File: src/rtl/fir_rns_sequencer.sv
// Frame controller for the RNS FIR datapath: loads SIGNAL_LENGTH samples into the
// filter, runs and times the convolution, then streams every result out.
`timescale 1ns/1ps
module fir_rns_sequencer #(
  parameter int N             = 100,
  parameter int SIGNAL_LENGTH = 1000
) (
  input  logic        clk,
  input  logic        reset,
  input  logic        s_valid,
  output logic        s_ready,
  input  logic [31:0] s_data,
  output logic        m_valid,
  input  logic        m_ready,
  output logic [31:0] m_data,
  output logic        m_last,
  output logic        fir_reset,
  output logic [1:0]  fir_operation,
  output logic [31:0] fir_addr,
  output logic [31:0] fir_x_rns,
  input  logic [31:0] fir_y_rns,
  input  logic        fir_done,
  output logic        busy,
  output logic [15:0] frame_count,
  output logic [31:0] compute_cycles
);

  if (N < 1 || SIGNAL_LENGTH < 1) begin : g_param_check
    $error("fir_rns_sequencer: N and SIGNAL_LENGTH must be positive");
  end

  typedef enum logic [2:0] {
    S_CLEAR, S_LOAD, S_COMPUTE, S_RD_REQ, S_RD_WAIT, S_RD_OUT
  } state_t;

  typedef enum logic [1:0] {
    OP_IDLE    = 2'b00,
    OP_WRITE   = 2'b01,
    OP_COMPUTE = 2'b10,
    OP_READ    = 2'b11
  } op_t;

  localparam logic [31:0] LAST_IDX = 32'(SIGNAL_LENGTH - 1);

  state_t      state_q, state_d;
  op_t         op_q, op_d;
  logic        fir_reset_q, fir_reset_d;
  logic [31:0] addr_q, addr_d;
  logic [31:0] x_q, x_d;
  logic [31:0] idx_q, idx_d;
  logic [31:0] k_q, k_d;
  logic [31:0] run_q, run_d;
  logic [31:0] cc_q, cc_d;
  logic        m_valid_q, m_valid_d;
  logic [31:0] m_data_q, m_data_d;
  logic        m_last_q, m_last_d;
  logic        busy_q, busy_d;
  logic [15:0] frame_q, frame_d;
  logic [31:0] run_inc;

  always_comb begin
    state_d     = state_q;
    op_d        = op_q;
    fir_reset_d = fir_reset_q;
    addr_d      = addr_q;
    x_d         = x_q;
    idx_d       = idx_q;
    k_d         = k_q;
    run_d       = run_q;
    cc_d        = cc_q;
    m_valid_d   = m_valid_q;
    m_data_d    = m_data_q;
    m_last_d    = m_last_q;
    frame_d     = frame_q;
    run_inc     = run_q + {31'b0, op_q == OP_COMPUTE};

    unique case (state_q)
      S_CLEAR: begin
        fir_reset_d = 1'b0;
        op_d        = OP_IDLE;
        idx_d       = '0;
        run_d       = '0;
        state_d     = S_LOAD;
      end
      S_LOAD: begin
        if (s_valid) begin
          op_d   = OP_WRITE;
          addr_d = idx_q;
          x_d    = s_data;
          idx_d  = idx_q + 32'd1;
          if (idx_q == LAST_IDX) begin
            run_d   = '0;
            state_d = S_COMPUTE;
          end
        end else begin
          op_d = OP_IDLE;
        end
      end
      S_COMPUTE: begin
        run_d = run_inc;
        if (fir_done) begin
          op_d    = OP_IDLE;
          cc_d    = run_inc;
          k_d     = '0;
          state_d = S_RD_REQ;
        end else begin
          op_d = OP_COMPUTE;
        end
      end
      S_RD_REQ: begin
        op_d    = OP_READ;
        addr_d  = k_q;
        state_d = S_RD_WAIT;
      end
      S_RD_WAIT: begin
        // Two cycles: read command on the bus, then the filter's registered data.
        if (op_q == OP_READ) begin
          op_d = OP_IDLE;
        end else begin
          m_data_d  = fir_y_rns;
          m_valid_d = 1'b1;
          m_last_d  = (k_q == LAST_IDX);
          state_d   = S_RD_OUT;
        end
      end
      S_RD_OUT: begin
        if (m_ready) begin
          m_valid_d = 1'b0;
          m_last_d  = 1'b0;
          if (k_q == LAST_IDX) begin
            frame_d     = frame_q + 16'd1;
            fir_reset_d = 1'b1;
            state_d     = S_CLEAR;
          end else begin
            // Next read is issued on the handshake edge to keep a 3-cycle result rate.
            k_d     = k_q + 32'd1;
            op_d    = OP_READ;
            addr_d  = k_q + 32'd1;
            state_d = S_RD_WAIT;
          end
        end
      end
      default: begin
        state_d = S_CLEAR;
      end
    endcase

    busy_d = !(state_d == S_LOAD && idx_d == '0);
  end

  always_ff @(posedge clk or negedge reset) begin
    if (!reset) begin
      state_q     <= S_CLEAR;
      op_q        <= OP_IDLE;
      fir_reset_q <= 1'b1;
      addr_q      <= '0;
      x_q         <= '0;
      idx_q       <= '0;
      k_q         <= '0;
      run_q       <= '0;
      cc_q        <= '0;
      m_valid_q   <= 1'b0;
      m_data_q    <= '0;
      m_last_q    <= 1'b0;
      busy_q      <= 1'b1;
      frame_q     <= '0;
    end else begin
      state_q     <= state_d;
      op_q        <= op_d;
      fir_reset_q <= fir_reset_d;
      addr_q      <= addr_d;
      x_q         <= x_d;
      idx_q       <= idx_d;
      k_q         <= k_d;
      run_q       <= run_d;
      cc_q        <= cc_d;
      m_valid_q   <= m_valid_d;
      m_data_q    <= m_data_d;
      m_last_q    <= m_last_d;
      busy_q      <= busy_d;
      frame_q     <= frame_d;
    end
  end

  assign s_ready        = (state_q == S_LOAD);
  assign m_valid        = m_valid_q;
  assign m_data         = m_data_q;
  assign m_last         = m_last_q;
  assign fir_reset      = fir_reset_q;
  assign fir_operation  = op_q;
  assign fir_addr       = addr_q;
  assign fir_x_rns      = x_q;
  assign busy           = busy_q;
  assign frame_count    = frame_q;
  assign compute_cycles = cc_q;

endmodule

File: config.mk
export PLATFORM = sky130hd
export DESIGN_NAME = fir_rns_sequencer
export DESIGN_NICKNAME = d
export VERILOG_FILES = /design/src/rtl/fir_rns_sequencer.sv
export SDC_FILE = /design/constraint.sdc
export NUM_CORES = 1
export LEC_CHECK = 0
export BUFFER_PORTS_ARGS = -buffer_cell sky130_fd_sc_hd__clkbuf_2
export CAP_MARGIN = 10
export CORE_UTILIZATION = 60
export DETAILED_ROUTE_END_ITERATION = 10
export PLACE_DENSITY = 0.93
export SETUP_SLACK_MARGIN = 0.15
export SYNTH_ARGS = -nofsm -noshare
export SYNTH_HDL_FRONTEND = slang
export SYNTH_SLANG_ARGS = --single-unit
File: constraint.sdc
create_clock -name clk -period 6.8 [get_ports clk]
set_input_delay 2.04 -clock clk [delete_from_list [all_inputs] [get_ports clk]]
set_output_delay 2.04 -clock clk [all_outputs]
set_load 0.01 [all_outputs]
==> flow_summary.yaml <==
clock_tree:
  h-tree-depth: 1
  insertion_delay_ns: 0.52
  clockRootBuffer: "clkbuf_16"
  postCtsSetupBuffers: 0
  cts_buffer_depth: 3
  cts_sinks: 249
  ctsHoldBuffers: 0
  cts_tree: "yes"
  tritoncts.num_buffers: 26
  path_clk_slew_ns: 0.06
  post_cts_resized: 0
synth:
  synth-seq-area-share_pct: 50.76
  yosysUniqueCellTypes: 65
  synth_top_flop_cell: "dfrtp_1"
  synth_area_per_cell_um2: 9.097
  syn_inst: 1350
  yosys_warnings: 0
  synth_seq_cells: 249
  async_flop_share_pct: 100.0
  synth.net_count: 1425
  syn_area_um2: 12280
  synth_edf_count: 0
route:
  wl_per_cell_um: 18.37
  drt-total-wl_um: 33030
  via_count: 11248
  drt-initial-drc-count: 994
  viasPerCell: 6.256
  drc: 0
  dr.pass1.iters: 6
  postRouteAntennaNets: 0
global_routing:
  grt_max_degree: 143
  grt-ovfl-total: 0
  grt_pass1_vias: 10657
  globalRouteTotalUtil_pct: 31.20
  antenna_found_initial: 1
  grt_pass1_wl_um: 53960
finish:
  final_core_util_pct: 72.67
  mostFrequentLayoutCells: "nand2_1, dfrtp_1, clkbuf_2"
  fin_nets: 1588
  fillers: 1384
  multi_input_area_um2: 5645
  seq_area_um2: 6233
  insertedDiodeCount: 0
  drive_above_1_share_pct: 21.27
  syn2layout_area_growth_pct: 17.06
sta:
  finalSetupViolations: 0
  final_max_slew_viol_count: 0
  layout_min_cycle_time_ns: 4.255
  clock.fmax_mhz: 235.0
  tightestPinTransition_ns: 1.080
  hold_viol: 0
  whs_ns: 0.4676
  worst_clock_skew_ns: 0.01093
  fin_tns_setup_ns: 0
  rsz0062_at_grt: "no"
  slew_headroom_pct: 28.01
  finalCritPeriodShare_pct: 62.58
floorplan:
  die_w_um: 145.1
  std_cell_rows: 51
  start_util_pct: 62.08
  core_area_um2: 19780
  die_h_um: 145.1
  die_area_um2: 21040
  ioPinCount: 220
pwr:
  report.power.total_w: 0.004588
  peakVddDrop_mv: 0.3344
  leakagePower_nw: 6.673
  power_density_nw_per_um2: 319.2
worst_setup_path:
  path_buf_inv: 2
  critical_path_class: "reg2out"
  cp_slowest_stage_delay_ns: 0.74
  worstPathCellList: "or3b_1 > inv_1 > clkbuf_2"
  startpoint_type: "flip-flop"
  crit_family: "flip-flops"
  cp_data_arrival_time_ns: 2.22
  cp_max_fo: 19
  endpoint_kind: "output pin"
  cpMaxStageDelayCell: "dfrtp_1"
  crit_required_ns: 4.76
placement:
  gp_congestion: 0.9388
  hpwl_um: 22210
  io_buffer_count: 219
outcome:
  outcome: "complete, no violations"
flow_run:
  drv_cap: 0
hold_path:
  hold_path.class: "reg2reg"
==> cell usage after synthesis (4+ instances only) <==
| master | instances | area share (%) |
|---|---|---|
| nand2_1 | 248 | 7.6 |
| dfrtp_1 | 247 | 50 |
| o21ai_0 | 146 | 6.0 |
| nor2_1 | 97 | 3.0 |
| clkbuf_1 | 88 | 2.7 |
| a21oi_1 | 60 | 2.4 |
| nand3_1 | 46 | 1.9 |
| o31ai_1 | 41 | 2.5 |
| mux2_2 | 33 | 3.0 |
| a31oi_1 | 29 | 1.5 |
| and3_1 | 27 | 1.4 |
| nand4_1 | 26 | 1.3 |
| nor3_1 | 26 | 1.1 |
| xnor2_1 | 23 | 1.6 |
| xor2_1 | 23 | 1.6 |
| nor4_1 | 22 | 1.1 |
| and2_1 | 14 | 0.71 |
| inv_1 | 14 | 0.43 |
| mux2i_1 | 13 | 1.1 |
| or3_1 | 12 | 0.61 |
| a21o_1 | 7 | 0.43 |
| a221oi_1 | 6 | 0.43 |
| ha_1 | 6 | 0.61 |
| nand2b_1 | 6 | 0.31 |
| o211ai_1 | 6 | 0.37 |
| or2_2 | 6 | 0.31 |
| a22o_1 | 4 | 0.29 |
| a22oi_1 | 4 | 0.24 |
| and4_1 | 4 | 0.29 |
| buf_1 | 4 | 0.12 |
| or4_1 | 4 | 0.24 |
==> routing by layer <==
metal / share of wire [%] / vias up / track usage (%)
met5: 0.039 / - / 0
met4: 3.0 / 2 / 10.89
met3: 8.8 / 83 / 4.591
met2: 49 / 621 / 51.85
met1: 40 / 5424 / 41.90
li1: - / 5118 / -
==> layout make-up <==
| cell class | count | share of cell area [%] |
|---|---|---|
| well taps | 265 | 2.307 |
| inverters | 14 | 0.3656 |
| clock inverters | 8 | 1.001 |
| repair buffers | 232 | 8.373 |
| multi-input cells | 990 | 39.27 |
| clock buffers | 40 | 5.318 |
| flip-flops and latches | 249 | 43.36 |
==> stage by stage <==
| step | area (um^2) | cells | setup slack (ns) |
|---|---|---|---|
| 2_1_floorplan | 12280 | 1350 | 2.632 |
| 3_3_place_gp | 13470 | 1750 | 2.348 |
| 3_5_place_dp | 13470 | 1750 | 2.260 |
| 4_1_cts | 14380 | 1798 | 2.582 |
| 5_1_grt | 14380 | 1798 | 2.483 |
| 6_report | 14380 | 1798 | 2.545 |
==> where the power goes <==
part           internal (W)  switching (W)  total [W]
combinational      0.000491       0.000722    0.00121
sequential          0.00171       0.000168    0.00188
clock              0.000926       0.000572    0.00150
total               0.00313        0.00146    0.00459
==> logic make-up after synthesis <==
| family | count (synthesis) | synth area share [%] |
|---|---|---|
| buffers and inverters | 111 | 3.484 |
| XOR/XNOR | 46 | 3.281 |
| flip-flops | 249 | 50.76 |
| AO/OA/AOI/OAI | 333 | 16.29 |
| multiplexers | 46 | 4.086 |
| adder cells (fa/ha/maj) | 6 | 0.6113 |
| AND/OR/NAND/NOR | 559 | 21.49 |
==> sequential cells by signal (all words and copies together), names as in the netlist <==
| signal | cells |
|---|---|
| m_data | 32 |
| state_q | 3 |
| frame_count | 16 |
| compute_cycles | 32 |
| fir_operation | 2 |
| k_q | 32 |
| busy | 1 |
| fir_reset | 1 |
| run_q | 32 |
| fir_x_rns | 32 |
| m_last | 1 |
| m_valid | 1 |
| fir_addr | 32 |
| idx_q | 32 |
==> worst paths after layout <==
check,from,endpoint,slack [ns],cells after the start
worst max-delay path,state_q[0],s_ready,2.54,3
worst min-delay path,frame_count[15],frame_count[15],0.47,1
worst max register to register,state_q[0],busy,3.39,7
worst min register to register,frame_count[15],frame_count[15],0.47,1
max in group asynchronous,reset,compute_cycles[29],3.72,2
min in group asynchronous,reset,compute_cycles[14],1.64,1
No activity file was read; power rests on OpenSTA's default activity.
